## config.mk

```make
export PLATFORM = sky130hd
export DESIGN_NAME = multicycle_controller
export DESIGN_NICKNAME = d
export VERILOG_FILES = /design/src/rtl/multicycle_controller.sv
export SDC_FILE = /design/constraint.sdc
export NUM_CORES = 1
export LEC_CHECK = 0
export CORE_MARGIN = 2
export CORE_UTILIZATION = 41
export DETAILED_ROUTE_END_ITERATION = 10
export DONT_BUFFER_PORTS = 1
export PLACE_DENSITY = 0.6
export SYNTH_ARGS = -nofsm -noshare
export SYNTH_HDL_FRONTEND = slang
export SYNTH_SLANG_ARGS = --single-unit
```

## constraint.sdc

```tcl
create_clock -name clk -period 2.8 [get_ports clk]
set_input_delay 0.84 -clock clk [delete_from_list [all_inputs] [get_ports clk]]
set_output_delay 0.84 -clock clk [all_outputs]
set_load 0.02 [all_outputs]
```

## src/rtl/multicycle_controller.sv

```systemverilog
// Multicycle FSM controller: fetch/decode/execute/memory/writeback
// sequencing with an NZCV register and ARM condition gating.
module multicycle_controller #(
   parameter int ALUCTRL_W = 3,
   parameter bit COND_EN   = 1'b1,
   parameter bit BRANCH_EN = 1'b1
) (
   input  logic                 clk,
   input  logic                 rst_n,
   input  logic [31:0]          inst,
   input  logic [3:0]           ALUFlags,
   input  logic                 mem_ready,
   output logic                 PCWrite,
   output logic                 IRWrite,
   output logic                 AdrSrc,
   output logic                 MemWrite,
   output logic                 MemtoReg,
   output logic                 ALUSrcA,
   output logic [1:0]           ALUSrcB,
   output logic [1:0]           ImmSrc,
   output logic [1:0]           RegSrc,
   output logic                 RegWrite,
   output logic                 shiftSrc,
   output logic [ALUCTRL_W-1:0] ALUControl,
   output logic [3:0]           flags,
   output logic                 illegal
);

   typedef enum logic [3:0] {
      FETCH, DECODE, EXEC_R, EXEC_I, MEM_ADR,
      MEM_RD, MEM_WB, MEM_WR, ALU_WB, BRANCH
   } state_t;

   state_t     state;
   logic [3:0] nzcv;

   logic [3:0] cond;
   logic [1:0] op;
   logic       ibit;
   logic [3:0] cmd;
   logic       sbit;
   logic       unused_bits;

   assign cond        = inst[31:28];
   assign op          = inst[27:26];
   assign ibit        = inst[25];
   assign cmd         = inst[24:21];
   assign sbit        = inst[20];
   assign unused_bits = ^inst[19:0];

   logic n, z, c, v;
   assign {n, z, c, v} = nzcv;

   logic cond_pass;
   logic condex;

   always_comb begin
      cond_pass = 1'b1;
      unique case (cond)
         4'b0000: cond_pass = z;
         4'b0001: cond_pass = !z;
         4'b0010: cond_pass = c;
         4'b0011: cond_pass = !c;
         4'b0100: cond_pass = n;
         4'b0101: cond_pass = !n;
         4'b0110: cond_pass = v;
         4'b0111: cond_pass = !v;
         4'b1000: cond_pass = c && !z;
         4'b1001: cond_pass = !c || z;
         4'b1010: cond_pass = (n == v);
         4'b1011: cond_pass = (n != v);
         4'b1100: cond_pass = !z && (n == v);
         4'b1101: cond_pass = z || (n != v);
         default: cond_pass = 1'b1;
      endcase
   end

   assign condex = COND_EN ? cond_pass : 1'b1;

   logic       cmd_ok;
   logic       is_cmp;
   logic       is_mov;
   logic [2:0] alu_op;

   always_comb begin
      cmd_ok = 1'b1;
      is_cmp = 1'b0;
      is_mov = 1'b0;
      alu_op = 3'b000;
      unique case (cmd)
         4'b0100: alu_op = 3'b000;
         4'b0010: alu_op = 3'b001;
         4'b0000: alu_op = 3'b100;
         4'b1100: alu_op = 3'b101;
         4'b1010: begin
            alu_op = 3'b001;
            is_cmp = 1'b1;
         end
         4'b1101: begin
            alu_op = 3'b000;
            is_mov = 1'b1;
         end
         default: cmd_ok = 1'b0;
      endcase
   end

   logic op_ok;
   assign op_ok = (op == 2'b00) || (op == 2'b01) ||
                  ((op == 2'b10) && BRANCH_EN);

   always_ff @(posedge clk or negedge rst_n) begin
      if (!rst_n) begin
         state <= FETCH;
         nzcv  <= 4'b0000;
      end else begin
         unique case (state)
            FETCH:
               if (mem_ready) state <= DECODE;
            DECODE:
               if (!condex || !op_ok) state <= FETCH;
               else if (op == 2'b00) state <= ibit ? EXEC_I : EXEC_R;
               else if (op == 2'b01) state <= MEM_ADR;
               else state <= BRANCH;
            EXEC_R, EXEC_I:
               if (!cmd_ok) begin
                  state <= FETCH;
               end else begin
                  if (sbit || is_cmp) nzcv <= ALUFlags;
                  state <= is_cmp ? FETCH : ALU_WB;
               end
            ALU_WB:  state <= FETCH;
            MEM_ADR: state <= sbit ? MEM_RD : MEM_WR;
            MEM_RD:
               if (mem_ready) state <= MEM_WB;
            MEM_WB:  state <= FETCH;
            MEM_WR:
               if (mem_ready) state <= FETCH;
            BRANCH:  state <= FETCH;
            default: state <= FETCH;
         endcase
      end
   end

   logic       pcw_d, irw_d, adr_d, mw_d, m2r_d, srca_d;
   logic [1:0] srcb_d, imm_d, regsrc_d;
   logic       rw_d, sh_d, ill_d;
   logic [2:0] alu_d;

   always_comb begin
      pcw_d    = 1'b0;
      irw_d    = 1'b0;
      adr_d    = 1'b0;
      mw_d     = 1'b0;
      m2r_d    = 1'b0;
      srca_d   = 1'b0;
      srcb_d   = 2'b00;
      imm_d    = 2'b00;
      regsrc_d = 2'b00;
      rw_d     = 1'b0;
      sh_d     = 1'b0;
      ill_d    = 1'b0;
      alu_d    = 3'b000;
      unique case (state)
         FETCH: begin
            pcw_d  = mem_ready;
            irw_d  = mem_ready;
            srca_d = 1'b1;
            srcb_d = 2'b10;
         end
         DECODE:
            ill_d = condex && !op_ok;
         EXEC_R, EXEC_I: begin
            srcb_d = (state == EXEC_I) ? 2'b01 : 2'b00;
            alu_d  = alu_op;
            sh_d   = is_mov;
            ill_d  = !cmd_ok;
         end
         ALU_WB: begin
            rw_d = 1'b1;
            sh_d = is_mov;
         end
         MEM_ADR: begin
            srcb_d   = 2'b01;
            imm_d    = 2'b01;
            regsrc_d = sbit ? 2'b00 : 2'b10;
         end
         MEM_RD:
            adr_d = 1'b1;
         MEM_WB: begin
            rw_d  = 1'b1;
            m2r_d = 1'b1;
         end
         MEM_WR: begin
            adr_d    = 1'b1;
            regsrc_d = 2'b10;
            mw_d     = 1'b1;
         end
         BRANCH: begin
            srca_d = 1'b1;
            srcb_d = 2'b01;
            imm_d  = 2'b10;
            pcw_d  = 1'b1;
         end
         default: ;
      endcase
   end

   // Reset forces outputs low combinationally so aborts are immediate.
   assign PCWrite    = rst_n & pcw_d;
   assign IRWrite    = rst_n & irw_d;
   assign AdrSrc     = rst_n & adr_d;
   assign MemWrite   = rst_n & mw_d;
   assign MemtoReg   = rst_n & m2r_d;
   assign ALUSrcA    = rst_n & srca_d;
   assign ALUSrcB    = rst_n ? srcb_d : 2'b00;
   assign ImmSrc     = rst_n ? imm_d : 2'b00;
   assign RegSrc     = rst_n ? regsrc_d : 2'b00;
   assign RegWrite   = rst_n & rw_d;
   assign shiftSrc   = rst_n & sh_d;
   assign illegal    = rst_n & ill_d;
   assign ALUControl = rst_n ? ALUCTRL_W'(alu_d) : '0;
   assign flags      = nzcv;

endmodule

```

==> summary.txt, run 1 <==
Global route
  – Grt total ovfl: 0
  – Largest net degree at the start of global routing: 18
  – Initial antenna violation count: 0
  – First-pass GRT wire length: around 3500 µm
  – Total Routing Usage GR: 0.1765
  – Vias in the first global route: 805

Worst setup path
  – Critical Path AT: 1.92 ns
  – CP Class: input pin to primary output
  – Critical Path End Type: primary output
  – Cells along the critical path: mux2i_1, xor2_1, o311ai_2, a311oi_2, buf_4, o31ai_4
  – CP Launch Point: inst[29]
  – Worst endpoint required time: between 1.5 and 2 ns
  – Crit Path Max Fanout: 5
  – Reg2reg start: flags[1]
  – CP Launch Type: input pin
  – CP max stage delay: a little under 0.3 ns
  – Slowest cell on crit path: o31ai_4

Pwr
  – Combinational power share: 0.532
  – Max IR drop VDD: around 0.5 mV
  – Part of the power in registers: 0.370
  – Leakage: approximately 0.4 nW
  – Cell internal pwr: 0.4180 mW
  – Design Power: ~0.84 mW
  – Clock power share: 0.098
  – P_sw: ~0.43 mW
  – Sw Ratio: 0.5047
  – Pwr dens: around 880 nW/µm²

Clock tree
  – CTS tree: built
  – H-tree depth: 1
  – CTS max path bufs: 2
  – Post-CTS setup buffers: 0
  – Clk_lat worst skew: around 0.24 ns
  – Clk sinks: 8
  – Clock transition at path regs: about 0.050 ns
  – CTS Buf Count: 3
  – Hold-fix buffers at CTS: 0
  – Clk root buf: clkbuf_4

Timing
  – Min cycle time layout: 2.760 ns
  – Hold Slack: just under 0.3 ns
  – Fmax: 362.4 MHz
  – RSZ-0062 raised after global routing: yes
  – Pins Over Slew Limit: 0
  – Final count of negative-setup-slack endpoints: 0
  – Post-route setup slack: 0.04034 ns
  – Fin crit share: 0.9856
  – Setup Skew: just over 0.0003 ns
  – Final hold vios: 0

Synthesis
  – Seq/Total Area, Yosys: 0.2326
  – Syn Area/Cell: around 7.8 µm²
  – Dominant cell by count in the synthesized netlist: nand2_1
  – Synth Instances: 110
  – Top post-synthesis cells by area: dfrtp_1 23%, mux2_1 5.2%, mux2i_1 4.7%
  – Number of synthesized flops with an enable pin: 0
  – Area of the mapped netlist: ~860 µm²
  – #FFs+latches synth: 8
  – Ys async rst share: 1.000
  – Post-synth top flop: dfrtp_1
  – Top cell type by total area after synthesis: dfrtp_1
  – Synth unique cells: just over 40
  – Synth cell count leaders: 10 x nand2_1, 9 x nor2_1, 8 x dfrtp_1
  – Synth top area share: 0.2326
  – YS warnings: 0

Drt
  – DR iter-0 viols: 14
  – Routed WL: 1953 µm
  – Metal2 WL: approximately 840 µm
  – Avg Vias per Cell: a little under 6
  – Drt pass-1 iters: 4
  – Total number of vias: 817
  – DRC viols: 0
  – Average routed wire per standard cell: around 14 µm
  – Top routing layer in use: met4
  – M1 WL: between 900 and 1000 µm
  – ANT nets after route: 0
  – Wire length on met3: between 150 and 200 µm

Hold path
  – Class of the worst hold path: input pin to asynchronous set/reset pin

Die
  – Initial Utilization: 0.4388
  – IO Pins: 61
  – Full die area: 2482 µm²
  – Die Wd: 49.82 µm
  – Core Area: approximately 2000 µm²
  – Die H: 49.82 µm
  – Std cell rows: 16

Job
  – Maximum capacitance violations: 0

Cells and area
  – Antenna diode count: 0
  – Synth-to-Final Area Change: 10.90%
  – Nets: 155
  – Layout fillers: 209
  – Proportion of layout cells with a drive suffix above 1: 0.1579

Status
  – Status: finished clean

Placed design
  – DP HPWL: between 1500 and 2000 µm
  – Port buffer count: 0
  – Routability cong.: approximately 0.8
  – Place WS: roughly 0.044 ns
==> worst paths after layout <==
check                      endpoint  slack [ns]  cells past startpoint
setup / recovery            illegal        0.04                      6
hold reg to reg            flags[2]        0.63                      1
setup reg to reg           state[1]        1.01                      6
hold / removal             flags[0]        0.29                      0
max in group asynchronous  flags[2]        2.43                      0
min in group clk           flags[2]        0.63                      1
==> logic make-up (layout without fill, tap and decap cells) <==
| kind of cell | after synthesis | after routing | synth area share |
|---|---|---|---|
| buffers and inverters | 12 | 15 | 0.06539 |
| AND/OR/NAND/NOR | 53 | 53 | 0.3372 |
| AO/OA/AOI/OAI | 22 | 22 | 0.1977 |
| multiplexers | 9 | 9 | 0.1119 |
| XOR/XNOR | 5 | 5 | 0.05088 |
| flip-flops | 8 | 8 | 0.2326 |
| other | 1 | 2 | 0.004356 |
==> layout by cell type, fill, tap and decap left out, drive strengths merged, types with 5 or more instances in the layout <==
| cell | count |
|---|---|
| nand2 | 10 |
| nor2 | 9 |
| buf | 8 |
| dfrtp | 8 |
| nor2b | 5 |
| mux2 | 5 |
==> state kept, by name, indices dropped and copies added (netlist names) <==
| name | cells |
|---|---|
| flags | 4 |
| state | 4 |
==> per-stage QoR <==
stage               utilization  area [µm²]  TNS [ns]  cells
detailed placement       0.4745       930.9         0    138
global placement         0.4745       930.9         0    138
floorplan                     -       878.3         0    111
global route             0.4866       954.7  -0.02033    141
finish                   0.4866       954.7         0    141
CTS                      0.4866       954.7         0    141
==> worst max-delay path, delay by kind of cell <==
kind / cells / cell delay [ns]
AO/OA/AOI/OAI: 3 / 0.63
multiplexers: 1 / 0.19
buffers and inverters: 1 / 0.17
XOR/XNOR: 1 / 0.10
==> routing by layer <==
metal,global-route usage,vias to the layer above
met1,0.2510,378
li1,-,404
met5,0,-
met3,0.04242,2
met4,0.04167,0
met2,0.2689,33
==> power by group through the flow <==
| stage | logic [mW] | registers [mW] | clock network [mW] |
|---|---|---|---|
| 6_report | 0.449 | 0.312 | 0.0824 |
| 5_1_grt | 0.499 | 0.325 | 0.0937 |
| 4_1_cts | 0.450 | 0.311 | 0.0865 |
| 3_5_place_dp | 0.447 | 0.311 | 0 |
| 3_3_place_gp | 0.442 | 0.307 | 0 |
| 2_1_floorplan | 0.411 | 0.248 | 0 |
==> final cells by class <==
class / count / area, µm² / area share
multi-input cells: 91 / 621.8 / 0.6514
flip-flops and latches: 8 / 201.4 / 0.2110
repair buffers: 8 / 60.06 / 0.06291
well taps: 27 / 33.78 / 0.03539
clock buffers: 3 / 22.52 / 0.02359
inverters: 4 / 15.01 / 0.01573
==> repair_timing <==
action | 4_1_cts | 5_1_grt
gates cloned | 0 | 0
setup endpoints to repair | 1 | 1
resized for setup | 1 | 0
Power figures use the tool's default switching activity.
==> inputs of run 2 (changes only) <==
--- a/config.mk
+++ b/config.mk
@@ -9,7 +9,7 @@
 export CORE_UTILIZATION = 41
 export DETAILED_ROUTE_END_ITERATION = 10
 export DONT_BUFFER_PORTS = 1
-export PLACE_DENSITY = 0.6
+export PLACE_DENSITY = 0.58
 export SYNTH_ARGS = -nofsm -noshare
 export SYNTH_HDL_FRONTEND = slang
 export SYNTH_SLANG_ARGS = --single-unit
==> constraint.sdc (replaced) <==
create_clock -name clk -period 2.89 [get_ports clk]
set_input_delay 0.867 -clock clk [delete_from_list [all_inputs] [get_ports clk]]
set_output_delay 0.867 -clock clk [all_outputs]
set_load 0.02 [all_outputs]
==> run 2 against run 1 <==
Net effect:
- sequential share of layout area fell by 0.10 points
- design area fell by 0.13%
- flip-flop and latch count did not move
- setup slack improved by 0.11 ns
- count of clock-buffer cells in the layout did not move
- non-clock buffer count did not move
- critical endpoint unchanged
- largest power group unchanged
==> summary.txt, run 2 (synthesized netlist as in run 1, its figures left out) <==
Timing
  – Fmax: around 360 MHz
  – Final count of negative-setup-slack endpoints: 0
  – Setup Skew: ~0.0042 ns
  – RSZ-0062 raised after global routing: no
  – Setup TNS: 0 ns
  – Hold Slack: 0.3030 ns
  – Post-route setup slack: 0.1496 ns
  – Fin crit share: 0.9482
  – Pins Over Slew Limit: 0
  – Min cycle time layout: 2.740 ns
  – Final hold vios: 0

Cells and area
  – Layout fillers: about 220
  – Most frequent cells in the layout: 10 x nand2_1, 9 x nor2_1, 8 x dfrtp_1, 8 x buf_4, 5 x nor2b_1
  – Antenna diode count: 0
  – Nets: about 160
  – Proportion of layout cells with a drive suffix above 1: 0.1491
  – Final Non-Filler Cells: ~140
  – Most common cell after layout, fill and taps aside: nand2_1
  – Synth-to-Final Area Change: 10.76%

Worst setup path
  – Crit Path Max Fanout: 5
  – CP Launch Type: input pin
  – Worst endpoint required time: about 2.0 ns
  – Critical Path AT: 1.87 ns
  – CP Class: input pin to primary output
  – Critical Path End Type: primary output

Clock tree
  – Hold-fix buffers at CTS: 0
  – Clk_lat worst skew: ~0.25 ns
  – Clk root buf: clkbuf_4
  – Clk sinks: 8
  – Clock transition at path regs: around 0.06 ns
  – CTS max path bufs: 2
  – CTS tree: built
  – CTS Buf Count: 3
  – Post-CTS Resized: 0
  – H-tree depth: 1
  – Post-CTS setup buffers: 0

Pwr
  – Pwr dens: between 800 and 900 nW/µm²
  – Leakage: 0.4001 nW
  – Max IR drop VDD: 0.4356 mV

Drt
  – DRC viols: 0
  – Total number of vias: roughly 800
  – Average routed wire per standard cell: around 13 µm
  – Avg Vias per Cell: roughly 5.7
  – Drt pass-1 iters: 4
  – ANT nets after route: 0
  – Routed WL: 1868 µm
  – DR iter-0 viols: 6

Global route
  – Largest net degree at the start of global routing: 18
  – Initial antenna violation count: 0
  – Total Routing Usage GR: 0.1667
  – First-pass GRT wire length: between 3000 and 4000 µm
  – Vias in the first global route: around 730
  – Grt total ovfl: 0

Hold path
  – Class of the worst hold path: input pin to asynchronous set/reset pin

Status
  – Status: finished clean

Placed design
  – DP HPWL: 1532 µm
  – Place WS: 0.1232 ns
  – Cells after DPL: roughly 140
  – Routability cong.: ~0.8
  – Port buffer count: 0

Job
  – Maximum capacitance violations: 0

Die
  – Die H: 49.82 µm
  – Core Area: between 1500 and 2000 µm²
  – Full die area: ~2500 µm²
  – Die Wd: ~50 µm
  – IO Pins: ~60
  – Initial Utilization: 0.4388
  – Std cell rows: 16
run 2: changes by cell type in the layout (fill, tap and decap cells not counted):
cell     previous run  this run
dfrtp_2             1         0
o21ai_1             2         1
o21ai_0             2         3
dfrtp_1             7         8
run 2: per-stage QoR:
| stage | power [mW] | utilization | instance area (µm²) |
|---|---|---|---|
| 4_1_cts | 0.8222 | 0.4860 | 953.4 |
| 3_5_place_dp | 0.7332 | 0.4745 | 930.9 |
| 5_1_grt | 0.8905 | 0.4860 | 953.4 |
| 6_report | 0.8156 | 0.4860 | 953.4 |
| 2_1_floorplan | 0.6377 | - | 878.3 |
| 3_3_place_gp | 0.7268 | 0.4745 | 930.9 |
run 2: layout make-up:
| type | instances | area [µm²] | area share |
|---|---|---|---|
| clock buffers | 3 | 22.52 | 0.02362 |
| inverters | 4 | 15.01 | 0.01575 |
| multi-input cells | 91 | 621.8 | 0.6522 |
| flip-flops and latches | 8 | 200.2 | 0.2100 |
| well taps | 27 | 33.78 | 0.03543 |
| repair buffers | 8 | 60.06 | 0.06299 |
run 2: final timing paths:
| check | startpoint | to | slack (ns) | cells after the start |
|---|---|---|---|---|
| setup / recovery | inst[29] | illegal | 0.15 | 5 |
| hold / removal | rst_n | state[0] | 0.30 | 0 |
| setup reg to reg | flags[2] | state[1] | 1.01 | 6 |
| hold reg to reg | flags[1] | flags[1] | 0.70 | 1 |
| max in group asynchronous | rst_n | flags[0] | 2.51 | 0 |
| min in group clk | flags[1] | flags[1] | 0.70 | 1 |
run 2: worst max-delay path, stage by stage:
cell and delay (ns):
mux2i_1 0.19, xor2_1 0.20, o311ai_2 0.11, a311oi_2 0.38, o31ai_4 0.13
run 2: layer usage:
layer	up-vias	part of all wire	GRT usage
met2	22	0.43	0.2444
met4	0	0.0032	0.06944
met5	-	0	0
met1	372	0.50	0.2367
li1	412	-	-
met3	2	0.060	0.03333
run 2: power breakdown:
| part | total [mW] | switching, mW | leakage (nW) | internal (mW) |
|---|---|---|---|---|
| logic | 0.439 | 0.243 | 0.285 | 0.196 |
| clock network | 0.0859 | 0.0384 | 0.0138 | 0.0475 |
| registers | 0.291 | 0.131 | 0.102 | 0.160 |
==> inputs of run 3 (changes only) <==
==> constraint.sdc (replaced) <==
create_clock -name clk -period 2.7 [get_ports clk]
set_input_delay 0.81 -clock clk [delete_from_list [all_inputs] [get_ports clk]]
set_output_delay 0.81 -clock clk [all_outputs]
set_load 0.02 [all_outputs]
==> run 3 against run 2 <==
Net effect:
- non-clock buffer count is 2 higher
- critical path depth is 1 higher
- flip-flop and latch count stayed put
==> summary.txt, run 3 (synthesized netlist as in run 1, its figures left out) <==
Die
  – IO Pins: 61
  – Die Wd: approximately 50 µm
  – Std cell rows: 16
  – Full die area: about 2500 µm²
  – Core Area: roughly 2000 µm²
  – Initial Utilization: 0.4388
  – Die H: between 40 and 50 µm

Worst setup path
  – Critical Path End Type: primary output
  – Reg2reg start: flags[1]
  – FF-to-FF path depth: 7
  – Worst path bufs/invs: 1
  – Crit Path Max Fanout: 5
  – CP Launch Type: input pin
  – Worst endpoint required time: roughly 1.9 ns
  – Crit path max-delay family: compound AO/OA/AOI/OAI gates
  – Critical Path AT: approximately 1.9 ns
  – CP Launch Point: inst[29]
  – CP Class: input pin to primary output
  – Cells along the critical path: mux2i_1, xor2_1, o311ai_2, a311oi_2, buf_4, o31ai_4
  – Slowest cell on crit path: o31ai_4
  – Cell depth of the worst setup path: 6
  – CP max stage delay: about 0.29 ns

Drt
  – DRC viols: 0
  – Drt pass-1 iters: 4
  – ANT nets after route: 0
  – DR iter-0 viols: 19
  – Average routed wire per standard cell: ~14 µm
  – Avg Vias per Cell: 5.734
  – Total number of vias: between 800 and 900
  – Routed WL: between 1500 and 2000 µm

Pwr
  – Pwr dens: 923.7 nW/µm²
  – Sw Ratio: 0.4942
  – Combinational power share: 0.561
  – Leakage: 0.4063 nW
  – Max IR drop VDD: approximately 0.46 mV
  – Clock power share: 0.099
  – Cell internal pwr: 0.4542 mW
  – Part of the power in registers: 0.341
  – P_sw: 0.4438 mW

Cells and area
  – Proportion of layout cells with a drive suffix above 1: 0.1897
  – Synth-to-Final Area Change: 12.94%
  – Design area: 972.2 µm²
  – Final Non-Filler Cells: ~140
  – Nets: 157
  – Most frequent cells in the layout: 10 x nand2_1, 10 x buf_4, 9 x nor2_1, 5 x nor2b_1, 5 x dfrtp_1
  – Antenna diode count: 0

Timing
  – Min cycle time layout: ~2.7 ns
  – Pins Over Slew Limit: 0
  – Fmax: roughly 380 MHz
  – RSZ-0062 raised after global routing: yes
  – Setup Skew: 0.004048 ns
  – Final hold vios: 0
  – Final count of negative-setup-slack endpoints: 0
  – Fin crit share: 0.9876

Clock tree
  – H-tree depth: 1
  – CTS Buf Count: 3
  – Post-CTS Resized: 0
  – Hold-fix buffers at CTS: 0
  – Clk root buf: clkbuf_4
  – Clk_lat worst skew: 0.24 ns
  – Clk sinks: 8
  – CTS tree: built
  – Clock transition at path regs: 0.06 ns
  – Post-CTS setup buffers: 0
  – CTS max path bufs: 2

Placed design
  – Port buffer count: 0
  – Cells after DPL: 140
  – DP HPWL: between 1500 and 2000 µm
  – Routability cong.: ~0.8
  – Post-DP Area: between 900 and 1000 µm²

Status
  – Status: finished clean

Global route
  – Total Routing Usage GR: 0.1640
  – Largest net degree at the start of global routing: 18
  – First-pass GRT wire length: roughly 3200 µm
  – Initial antenna violation count: 0
  – Vias in the first global route: 746
  – Grt total ovfl: 0

Job
  – Maximum capacitance violations: 0

Hold path
  – Class of the worst hold path: input pin to asynchronous set/reset pin
==> run 3: cell count changes in the layout (fill, tap and decap cells not counted) <==
cell and delta:
dfrtp_1 -3, dfrtp_2 +3, buf_4 +2, o21ai_0 -1, o21ai_1 +1
==> run 3: worst register-to-register path: stages, from the launching register on <==
cell and delay (ns):
dfrtp_2 0.46, and2b_2 0.22, a22oi_2 0.19, xnor2_1 0.15, a311oi_2 0.11, buf_4 0.16, buf_4 0.14, o41ai_1 0.30
==> run 3: worst paths after layout <==
check,to,slack (ns)
max reg2reg,state[1],0.86
min,state[3],0.26
max,illegal,0.03
min in group clk,flags[1],0.62
max in group asynchronous,flags[3],2.36
min reg2reg,flags[1],0.62
==> run 3: per-layer routing <==
layer,global-route usage,wire [µm],up-vias
met4,0.04167,6,0
met5,0,0,-
met1,0.2306,982,387
li1,-,-,410
met3,0.02727,94,2
met2,0.2600,886,21
==> run 3: power groups by stage <==
stage                     logic (mW)  registers [mW]  clock network (mW)
after detailed placement       0.501           0.303                   0
after floorplan                0.426           0.257                   0
after CTS                      0.504           0.301              0.0907
after global routing           0.555           0.322              0.0982
final                          0.503           0.306              0.0885
after global placement         0.498           0.302                   0
==> run 3: final cells by class <==
type	instances	area, µm²
clock buffers	3	22.52
fillers	209	989.7
inverters	4	15.01
multi-input cells	91	621.8
flip-flops and latches	8	203.9
well taps	27	33.78
repair buffers	10	75.07
==> run 3: per-stage QoR <==
step	total power, mW	util	hold slack, ns	setup TNS (ns)	setup slack [ns]
2_1_floorplan	0.6832	-	0.5144	-0.02565	-0.02565
3_3_place_gp	0.7999	0.4821	0.5147	0	0.03065
3_5_place_dp	0.8044	0.4821	0.5147	0	0.02749
4_1_cts	0.8958	0.4936	0.2494	0	0.01038
5_1_grt	0.9748	0.4955	0.2385	-0.009686	-0.009686
6_report	0.8980	0.4955	0.2556	0	0.03350
